--- src/rtl/register_bank_ctx.sv ---
// rtl/register_bank_ctx.sv - register bank with shared write port, two read ports, PC update and context save/restore streams
module register_bank_ctx #(
    parameter int DATA_W  = 16,
    parameter int NUM_GPR = 8,
    parameter int ADDR_W  = 14,
    parameter int PC_STEP = 1,
    parameter int SEL_W   = 4
) (
    input  logic              clk,
    input  logic              rst,
    input  logic [DATA_W-1:0] din,
    input  logic              trnsfr,
    input  logic              wr_en,
    input  logic [SEL_W-1:0]  sel_ip,
    input  logic [SEL_W-1:0]  sel_op,
    input  logic [SEL_W-1:0]  sel_b,
    output logic [DATA_W-1:0] dout,
    output logic [DATA_W-1:0] dout_b,
    input  logic [DATA_W-1:0] alu_in,
    input  logic              alu_en,
    input  logic              pc_rst,
    input  logic              pc_hold,
    input  logic              pc_rel,
    input  logic              pc_inc,
    output logic [DATA_W-1:0] pc_op,
    output logic [DATA_W-1:0] ir_op,
    output logic [DATA_W-1:0] d1_op,
    output logic [DATA_W-1:0] d2_op,
    output logic [ADDR_W-1:0] addr,
    input  logic              ctx_save,
    input  logic              ctx_restore,
    output logic              ctx_busy,
    output logic              ctx_done,
    output logic [DATA_W-1:0] ctx_out_data,
    output logic              ctx_out_valid,
    input  logic              ctx_out_ready,
    input  logic [DATA_W-1:0] ctx_in_data,
    input  logic              ctx_in_valid,
    output logic              ctx_in_ready
);

    localparam logic [1:0] ST_IDLE    = 2'd0;
    localparam logic [1:0] ST_SAVE    = 2'd1;
    localparam logic [1:0] ST_RESTORE = 2'd2;
    localparam logic [1:0] ST_DONE    = 2'd3;

    logic [1:0]        state;
    logic [4:0]        k;
    logic [DATA_W-1:0] pc, ar, alu_reg, ir, d1, d2;
    logic [DATA_W-1:0] gpr [NUM_GPR];

    logic              idle;
    logic              idle_wr;
    logic              save_beat;
    logic              restore_beat;
    logic              last_beat;
    logic [DATA_W-1:0] wdata;

    assign idle          = (state == ST_IDLE);
    assign idle_wr       = idle && wr_en;
    assign save_beat     = (state == ST_SAVE) && ctx_out_ready;
    assign restore_beat  = (state == ST_RESTORE) && ctx_in_valid;
    assign last_beat     = (k == 5'(NUM_GPR));
    assign wdata         = trnsfr ? din : dout;

    assign ctx_busy      = !idle;
    assign ctx_done      = (state == ST_DONE);
    assign ctx_out_valid = (state == ST_SAVE);
    assign ctx_in_ready  = (state == ST_RESTORE);

    assign pc_op = pc;
    assign ir_op = ir;
    assign d1_op = d1;
    assign d2_op = d2;
    assign addr  = ar[ADDR_W-1:0];

    // Read port A: unmapped indices read as zero
    always_comb begin
        dout = '0;
        case (sel_op)
            SEL_W'(0): dout = pc;
            SEL_W'(1): dout = ar;
            SEL_W'(2): dout = alu_reg;
            SEL_W'(3): dout = ir;
            SEL_W'(4): dout = d1;
            SEL_W'(5): dout = d2;
            default:   dout = '0;
        endcase
        for (int i = 0; i < NUM_GPR; i++) begin
            if (sel_op == SEL_W'(6 + i)) dout = gpr[i];
        end
    end

    // Read port B: same map as port A
    always_comb begin
        dout_b = '0;
        case (sel_b)
            SEL_W'(0): dout_b = pc;
            SEL_W'(1): dout_b = ar;
            SEL_W'(2): dout_b = alu_reg;
            SEL_W'(3): dout_b = ir;
            SEL_W'(4): dout_b = d1;
            SEL_W'(5): dout_b = d2;
            default:   dout_b = '0;
        endcase
        for (int i = 0; i < NUM_GPR; i++) begin
            if (sel_b == SEL_W'(6 + i)) dout_b = gpr[i];
        end
    end

    // Save stream data: beat 0 is PC, beat k is GPR(k-1); purely a function of k so it holds while stalled
    always_comb begin
        ctx_out_data = pc;
        for (int i = 0; i < NUM_GPR; i++) begin
            if (k == 5'(i + 1)) ctx_out_data = gpr[i];
        end
    end

    // Context engine: new requests only accepted in IDLE, save wins over restore
    always_ff @(posedge clk) begin
        if (!rst) begin
            state <= ST_IDLE;
            k     <= '0;
        end else begin
            case (state)
                ST_IDLE: begin
                    k <= '0;
                    if (ctx_save)         state <= ST_SAVE;
                    else if (ctx_restore) state <= ST_RESTORE;
                end
                ST_SAVE: begin
                    if (save_beat) begin
                        k <= k + 5'd1;
                        if (last_beat) state <= ST_DONE;
                    end
                end
                ST_RESTORE: begin
                    if (restore_beat) begin
                        k <= k + 5'd1;
                        if (last_beat) state <= ST_DONE;
                    end
                end
                default: state <= ST_IDLE;
            endcase
        end
    end

    // PC: restore beat 0 first, then clear/hold, then the IDLE-only update sources
    always_ff @(posedge clk) begin
        if (!rst) begin
            pc <= '0;
        end else if (restore_beat && (k == 5'd0)) begin
            pc <= ctx_in_data;
        end else if (pc_rst) begin
            pc <= '0;
        end else if (pc_hold) begin
            pc <= pc;
        end else if (idle) begin
            if (pc_rel)                            pc <= pc + din;
            else if (pc_inc)                       pc <= pc + DATA_W'(PC_STEP);
            else if (wr_en && sel_ip == SEL_W'(0)) pc <= wdata;
        end
    end

    // ALUREG only ever takes the ALU result; alu_en works in every state
    always_ff @(posedge clk) begin
        if (!rst) begin
            alu_reg <= '0;
        end else if (alu_en || (idle_wr && sel_ip == SEL_W'(2))) begin
            alu_reg <= alu_in;
        end
    end

    // Special registers written only through the shared port in IDLE
    always_ff @(posedge clk) begin
        if (!rst) begin
            ar <= '0;
            ir <= '0;
            d1 <= '0;
            d2 <= '0;
        end else if (idle_wr) begin
            if (sel_ip == SEL_W'(1)) ar <= wdata;
            if (sel_ip == SEL_W'(3)) ir <= wdata;
            if (sel_ip == SEL_W'(4)) d1 <= wdata;
            if (sel_ip == SEL_W'(5)) d2 <= wdata;
        end
    end

    // GPRs: shared write port in IDLE, restore stream beats 1..NUM_GPR
    always_ff @(posedge clk) begin
        for (int i = 0; i < NUM_GPR; i++) begin
            if (!rst) begin
                gpr[i] <= '0;
            end else if (idle_wr && sel_ip == SEL_W'(6 + i)) begin
                gpr[i] <= wdata;
            end else if (restore_beat && k == 5'(i + 1)) begin
                gpr[i] <= ctx_in_data;
            end
        end
    end

endmodule

--- config.mk ---
export PLATFORM = sky130hd
export DESIGN_NAME = register_bank_ctx
export DESIGN_NICKNAME = d
export VERILOG_FILES = /design/src/rtl/register_bank_ctx.sv
export SDC_FILE = /design/constraint.sdc
export NUM_CORES = 1
export LEC_CHECK = 0
export ABC_AREA = 0
export CORE_UTILIZATION = 45
export CTS_BUF_LIST = sky130_fd_sc_hd__clkbuf_4 sky130_fd_sc_hd__clkbuf_8
export DETAILED_ROUTE_END_ITERATION = 8
export PLACE_DENSITY = 0.77
export SLEW_MARGIN = 20
export SYNTH_ARGS = -nofsm -noshare
export SYNTH_HDL_FRONTEND = slang
export SYNTH_SLANG_ARGS = --single-unit
--- constraint.sdc ---
create_clock -name clk -period 3.1 [get_ports clk]
set_clock_uncertainty 0.15 [all_clocks]
set_input_delay 0.465 -clock clk [delete_from_list [all_inputs] [get_ports clk]]
set_output_delay 0.465 -clock clk [all_outputs]
set_load 0.005 [all_outputs]
==> metrics.yaml, run 1 <==
outcome:
  outcome: "finished with violations"
  violations: "negative setup slack"
job:
  maxCapViolCount: 0
floorplanning:
  start_util_pct: 46.02
  dieArea_sq_um: 36260
  die_width_um: 190.4
  ios: 203
  num_rows: 68
  die_h_um: 190.4
  core_sq_um: 34710
logic_synthesis:
  synth_top_area_cell: "edfxtp_1"
  syn_area_sq_um: 15980
  synthesis.nets: 1978
  yosysMostFrequentCell: "o21ai_0"
  syn_avg_cell_area_sq_um: 8.498
  yosys_warnings: 0
  synth_common_cells: "o21ai_0 (222), nand2_1 (209), nor2_1 (142), edfxtp_1 (128), clkbuf_1 (127)"
  yosysTopAreaCellShare_pct: 24.06
  async_reset_ff_share_pct: 0
  postSynthCellCount: 1880
  ys_types: 82
  ys_seq_elements: 231
  synth_area_leaders: "edfxtp_1 (24%), dfxtp_1 (13%), o21ai_0 (7.0%)"
  synth_edf_count: 128
  ys_seq_area_share_pct: 36.96
  synth-main-ff-cell: "edfxtp_1"
setup_path:
  required_ns: 2.48
  slowest_stage: "dfxtp_1"
  path_cells: "nor3_4, o21a_4, bufbuf_16, nor2_2, a211oi_2, buf_4, a21oi_4, a211o_1, nand3_1, buf_2"
  worst-endpoint-arrival_ns: 2.53
  cp_max_fo: 5
  slowest_delay_ns: 0.34
  path_class: "register to output pin"
  start_kind: "register"
  crit_path_end_kind: "output pin"
placed_design:
  gp_congestion: 1.047
  place_hpwl_um: 65860
  place_inst: 2698
  port_buffers: 202
pwr:
  p_clk_share_pct: 29.4
  swShare_pct: 35.48
  p_int_mw: 6.956
  p_leak_nw: 8.812
  switchingPower_mw: 3.825
  peakVddDrop_mv: 0.4442
  p_seq_share_pct: 34.1
  power.density_nw_per_um2: 477.5
  p_comb_share_pct: 36.5
route:
  wl_um: 85490
  vias: 19356
  drt_iter0_markers: 2943
  wl_per_cell_um: 30.28
  drc: 0
  ant_nets: 0
  vias_per_cell: 6.857
  dr.pass1.iters: 9
final_layout:
  regMostFlops: "gpr"
  fillers: 2883
  diodes: 0
  largest_reg_flops: 128
  nets: 2437
  drive_gt1_share_pct: 26.94
  area_delta_synth_final_pct: 41.33
  stdcell_count: 2823
global_routing:
  antenna_found_initial: 1
  grt.total_usage_pct: 46.07
  grt_overflow: 0
  grt_pass1_wl_um: 121600
  first_global_vias: 18623
  grt_start_max_net_pins: 59
clock_tree:
  cts_sinks: 231
  clock_latency_ns: 0.60
  ctsHoldBuffers: 0
  cts_buffer_depth: 3
  cts-buffers-inserted: 44
  cts_tree: "yes"
  clockRootBuffer: "clkbuf_8"
  clkSlewWorstSetupHoldPaths_ns: 0.06
  cts_max_level: 2
sta:
  period_share_pct: 101.4
  maxSlewViolCount: 0
  hold_viol: 0
  worstMarginPinSlew_ns: 0.9396
  relSlewSlack_pct: 37.36
  rsz0062_at_grt: "yes"
  setup_slack_ns: -0.04445
  max_freq_mhz: 318.0
  tns_ns: -0.06272
  setup_viol: 3
  min_period_ns: 3.144
  fin_hold_ws_ns: 0.3490
worst_hold_path:
  hold_class: "input port to register"
-- what timing repair did --
| item | in CTS | in global routing |
|---|---|---|
| pin swaps | 26 | 29 |
| setup endpoints to repair | 48 | 33 |
| buffers inserted | 29 | 17 |
| cloned | 5 | 1 |
| resized for setup | 219 | 54 |
-- layout by cell type, fill, tap and decap left out, types with 31 or more instances in the layout --
cell type        synthesis  layout
buf_4                   27     358
nand3_1                 59      59
a22o_1                  58      58
buf_12                   0      31
a21oi_1                 79      75
a22oi_1                 70      68
nor2_1                 142     137
nand2_1                209     207
o211ai_1                34      34
mux2i_1                 83      82
o22ai_1                 51      45
dfxtp_1                103      92
clkbuf_8                 0      49
o21ai_1                  3      31
o21ai_0                222     185
clkdlybuf4s50_1          0     151
edfxtp_1               128     128
-- power groups by stage --
stage	clock [mW]	combinational, mW	sequential [mW]
global placement	0	3.51	3.71
CTS	3.13	3.73	3.66
floorplan	0	1.59	3.61
finish	3.17	3.93	3.68
global route	3.28	4.07	3.68
detailed placement	0	3.54	3.71
-- layout make-up --
type	count	area (sq um)	area share (%)
Clock inverter	15	120.1	0.5320
Multi-Input combinational cell	1426	9570	42.39
Clock buffer	60	757.0	3.353
Inverter	26	100.1	0.4433
Sequential cell	231	5927	26.25
Timing Repair Buffer	610	5535	24.52
Tap cell	455	569.3	2.521
-- final timing paths --
check            start                to  slack, ns  depth (start not counted)
max               k[3]  ctx_out_data[13]      -0.04                         10
min          alu_in[7]        alu_reg[7]       0.35                          3
min reg2reg     ar[14]            ar[14]       0.37                          2
max reg2reg   pc_op[0]         pc_op[12]       0.24                         10
-- critical path, delay by kind of cell, from the launching register on --
kind / cells / cell delay (ns)
AO/OA/AOI/OAI: 4 / 0.69
buffers and inverters: 3 / 0.54
flip-flops: 1 / 0.34
AND/OR/NAND/NOR: 3 / 0.38
-- cell families (layout without fill, tap and decap cells) --
kind of cell	after synthesis	after routing	synth area share (%)
buffers and inverters	223	711	6.485
DFF	231	231	36.96
and+or+nand+nor	579	579	17.14
xor gates and xnor gates	25	25	1.371
adders and majority gates	25	25	2.005
muxes	97	97	6.578
AOI/OAI and AO/OA	700	700	29.46
-- routing by layer --
layer  vias to the layer above  global-route usage, %  part of all wire, %
li1                       8067                      -                    -
met3                       372                  9.901                   12
met1                      9279                  59.94                   38
met2                      1636                  70.84                   44
met4                         2                  25.75                  6.4
met5                         -                      0                0.011
-- through the flow --
stage	area, sq um	setup WS [ns]	utilization [%]	total power, mW
after floorplan	15980	0.1675	-	5.196
after global placement	20690	-0.4492	59.59	7.215
after detailed placement	20690	-0.4749	59.60	7.251
after CTS	22300	-0.1060	64.23	10.52
after global routing	22580	-0.07806	65.04	11.03
final	22580	-0.04445	65.04	10.78
(Power assumes the default switching activity.)
==> inputs of run 2 (changes only) <==
--- a/config.mk
+++ b/config.mk
@@ -9,6 +9,7 @@
 export CORE_UTILIZATION = 45
 export CTS_BUF_LIST = sky130_fd_sc_hd__clkbuf_4 sky130_fd_sc_hd__clkbuf_8
 export DETAILED_ROUTE_END_ITERATION = 8
+export MAX_ROUTING_LAYER = met4
 export PLACE_DENSITY = 0.77
 export SLEW_MARGIN = 20
 export SYNTH_ARGS = -nofsm -noshare
==> metrics.yaml, run 2 (synthesis gave the netlist of run 1 again) <==
pwr:
  swShare_pct: 34.86
  total_power_mw: 11.22
  p_seq_share_pct: 32.6
  peakVddDrop_mv: 0.5462
  p_leak_nw: 8.774
  p_clk_share_pct: 31.4
  p_int_mw: 7.310
  power.density_nw_per_um2: 487.5
  switchingPower_mw: 3.912
  p_comb_share_pct: 36.0
setup_path:
  crit_path_end_kind: "output pin"
  required_ns: 2.48
  cp_max_fo: 8
  reg2reg_depth: 11
  worst-endpoint-arrival_ns: 2.62
  start_kind: "input port"
  path_class: "input port to output pin"
  cp.depth: 11
  slowest_stage: "a211oi_2"
  regToRegSetupSlack_ns: 0.15
  path_cells: "clkbuf_4, buf_12, nor2b_4, buf_12, clkbuf_4, a22o_1, a211oi_2, o22a_1, o21ai_2, buf_4, dlygate4sd2_1"
  slowest_delay_ns: 0.33
  cp_top_family: "buffers and inverters"
  cp.buffers_inverters: 6
clock_tree:
  cts_max_level: 2
  clkSlewWorstSetupHoldPaths_ns: 0.06
  cts_sinks: 231
  cts-buffers-inserted: 43
  clockRootBuffer: "clkbuf_8"
  cts_buffer_depth: 3
  cts_tree: "yes"
  ctsHoldBuffers: 0
  clock_latency_ns: 0.65
sta:
  tns_ns: -1.007
  min_period_ns: 3.238
  setup_slack_ns: -0.1382
  setup_viol: 18
  relSlewSlack_pct: 37.78
  max_freq_mhz: 308.8
  period_share_pct: 104.5
  rsz0062_at_grt: "yes"
  fin_hold_ws_ns: 0.3157
  hold_viol: 0
  worstMarginPinSlew_ns: 0.9333
  maxSlewViolCount: 0
final_layout:
  final_cell_area_sq_um: 23020
  diodes: 0
  largest_reg_flops: 128
  area_delta_synth_final_pct: 44.06
  stdcell_count: 2815
  nets: 2428
  final_cell_mix: "buf_4 (331), nand2_1 (207), o21ai_0 (177), clkdlybuf4s50_1 (160), nor2_1 (135)"
  drive_gt1_share_pct: 29.45
  regMostFlops: "gpr"
  final_util_pct: 66.30
  layout_commonest_cell: "buf_4"
global_routing:
  antenna_found_initial: 0
  first_global_vias: 18180
  grt_start_max_net_pins: 77
  grt.total_usage_pct: 46.51
  grt_overflow: 0
  grt_pass1_wl_um: 118800
floorplanning:
  core_sq_um: 34710
  die_h_um: 190.4
  ios: 203
  die_width_um: 190.4
  start_util_pct: 46.02
  dieArea_sq_um: 36260
  num_rows: 68
route:
  drt_iter0_markers: 2843
  dr.pass1.iters: 7
  drc: 0
  wl_per_cell_um: 29.97
  vias_per_cell: 6.843
  ant_nets: 0
  vias: 19263
  wl_um: 84370
outcome:
  outcome: "finished with violations"
  violations: "negative setup slack"
placed_design:
  port_buffers: 202
  place_inst: 2684
  place_ws_ns: -0.5106
  place_hpwl_um: 64240
  gp_congestion: 1.098
  post_dp_cell_area_sq_um: 20700
worst_hold_path:
  holdPathStages: 3
  hold_class: "input port to register"
job:
  maxCapViolCount: 0
==> run 2: cell count changes in the layout (fill, tap and decap cells not counted), moves of 5 or more <==
| cell | before | now |
|---|---|---|
| buf_4 | 358 | 331 |
| mux2i_1 | 82 | 76 |
| dfxtp_2 | 8 | 21 |
| o22ai_2 | 4 | 12 |
| o22ai_1 | 45 | 37 |
| clkdlybuf4s50_1 | 151 | 160 |
| mux2i_2 | 1 | 7 |
| o21ai_0 | 185 | 177 |
| buf_12 | 31 | 41 |
| dfxtp_1 | 92 | 79 |
| o21ai_2 | 9 | 15 |
| dlymetal6s2s_1 | 11 | 2 |
| buf_6 | 17 | 22 |
==> run 2: final timing paths <==
path	start	end
worst max-delay path	sel_op[2]	dout[2]
worst min-delay path	alu_in[11]	alu_reg[11]
worst max register to register	pc_op[1]	pc_op[9]
worst min register to register	d2_op[11]	d2_op[11]
==> run 2: layout make-up <==
cell class / count / area [sq um]
fill: 2907 / 11700
multi-input combinational: 1427 / 9853
sequential: 231 / 5943
timing repair buffer: 601 / 5569
clock buffer: 56 / 726.9
tap: 455 / 569.3
clock inverter: 19 / 251.5
inverter: 26 / 102.6
==> run 2: routing by layer <==
layer  GRT usage [%]  part of all wire (%)  up-vias
li1                -                     -     8077
met1           58.16                    37     9207
met2           70.49                    44     1639
met3           9.551                    12      340
met4           24.77                   6.3        0
met5               -                     0        -
==> run 2: power groups by stage <==
stage / clock network, mW / logic, mW / registers (mW)
6_report: 3.52 / 4.04 / 3.66
5_1_grt: 3.65 / 4.19 / 3.67
4_1_cts: 3.51 / 3.70 / 3.65
3_5_place_dp: 0 / 3.55 / 3.69
3_3_place_gp: 0 / 3.51 / 3.70
2_1_floorplan: 0 / 1.59 / 3.61
==> run 2: what timing repair did <==
item                       4_1_cts  5_1_grt
resized for setup              267       88
buffers inserted                35       21
gates cloned                     4        2
setup endpoints to repair       48       41
pin swaps                       43       44
==> run 2: tightest hold or removal path, stage by stage <==
cell	delay [ns]
clkdlybuf4s50_1	0.40
mux2i_1	0.12
nor2_1	0.05
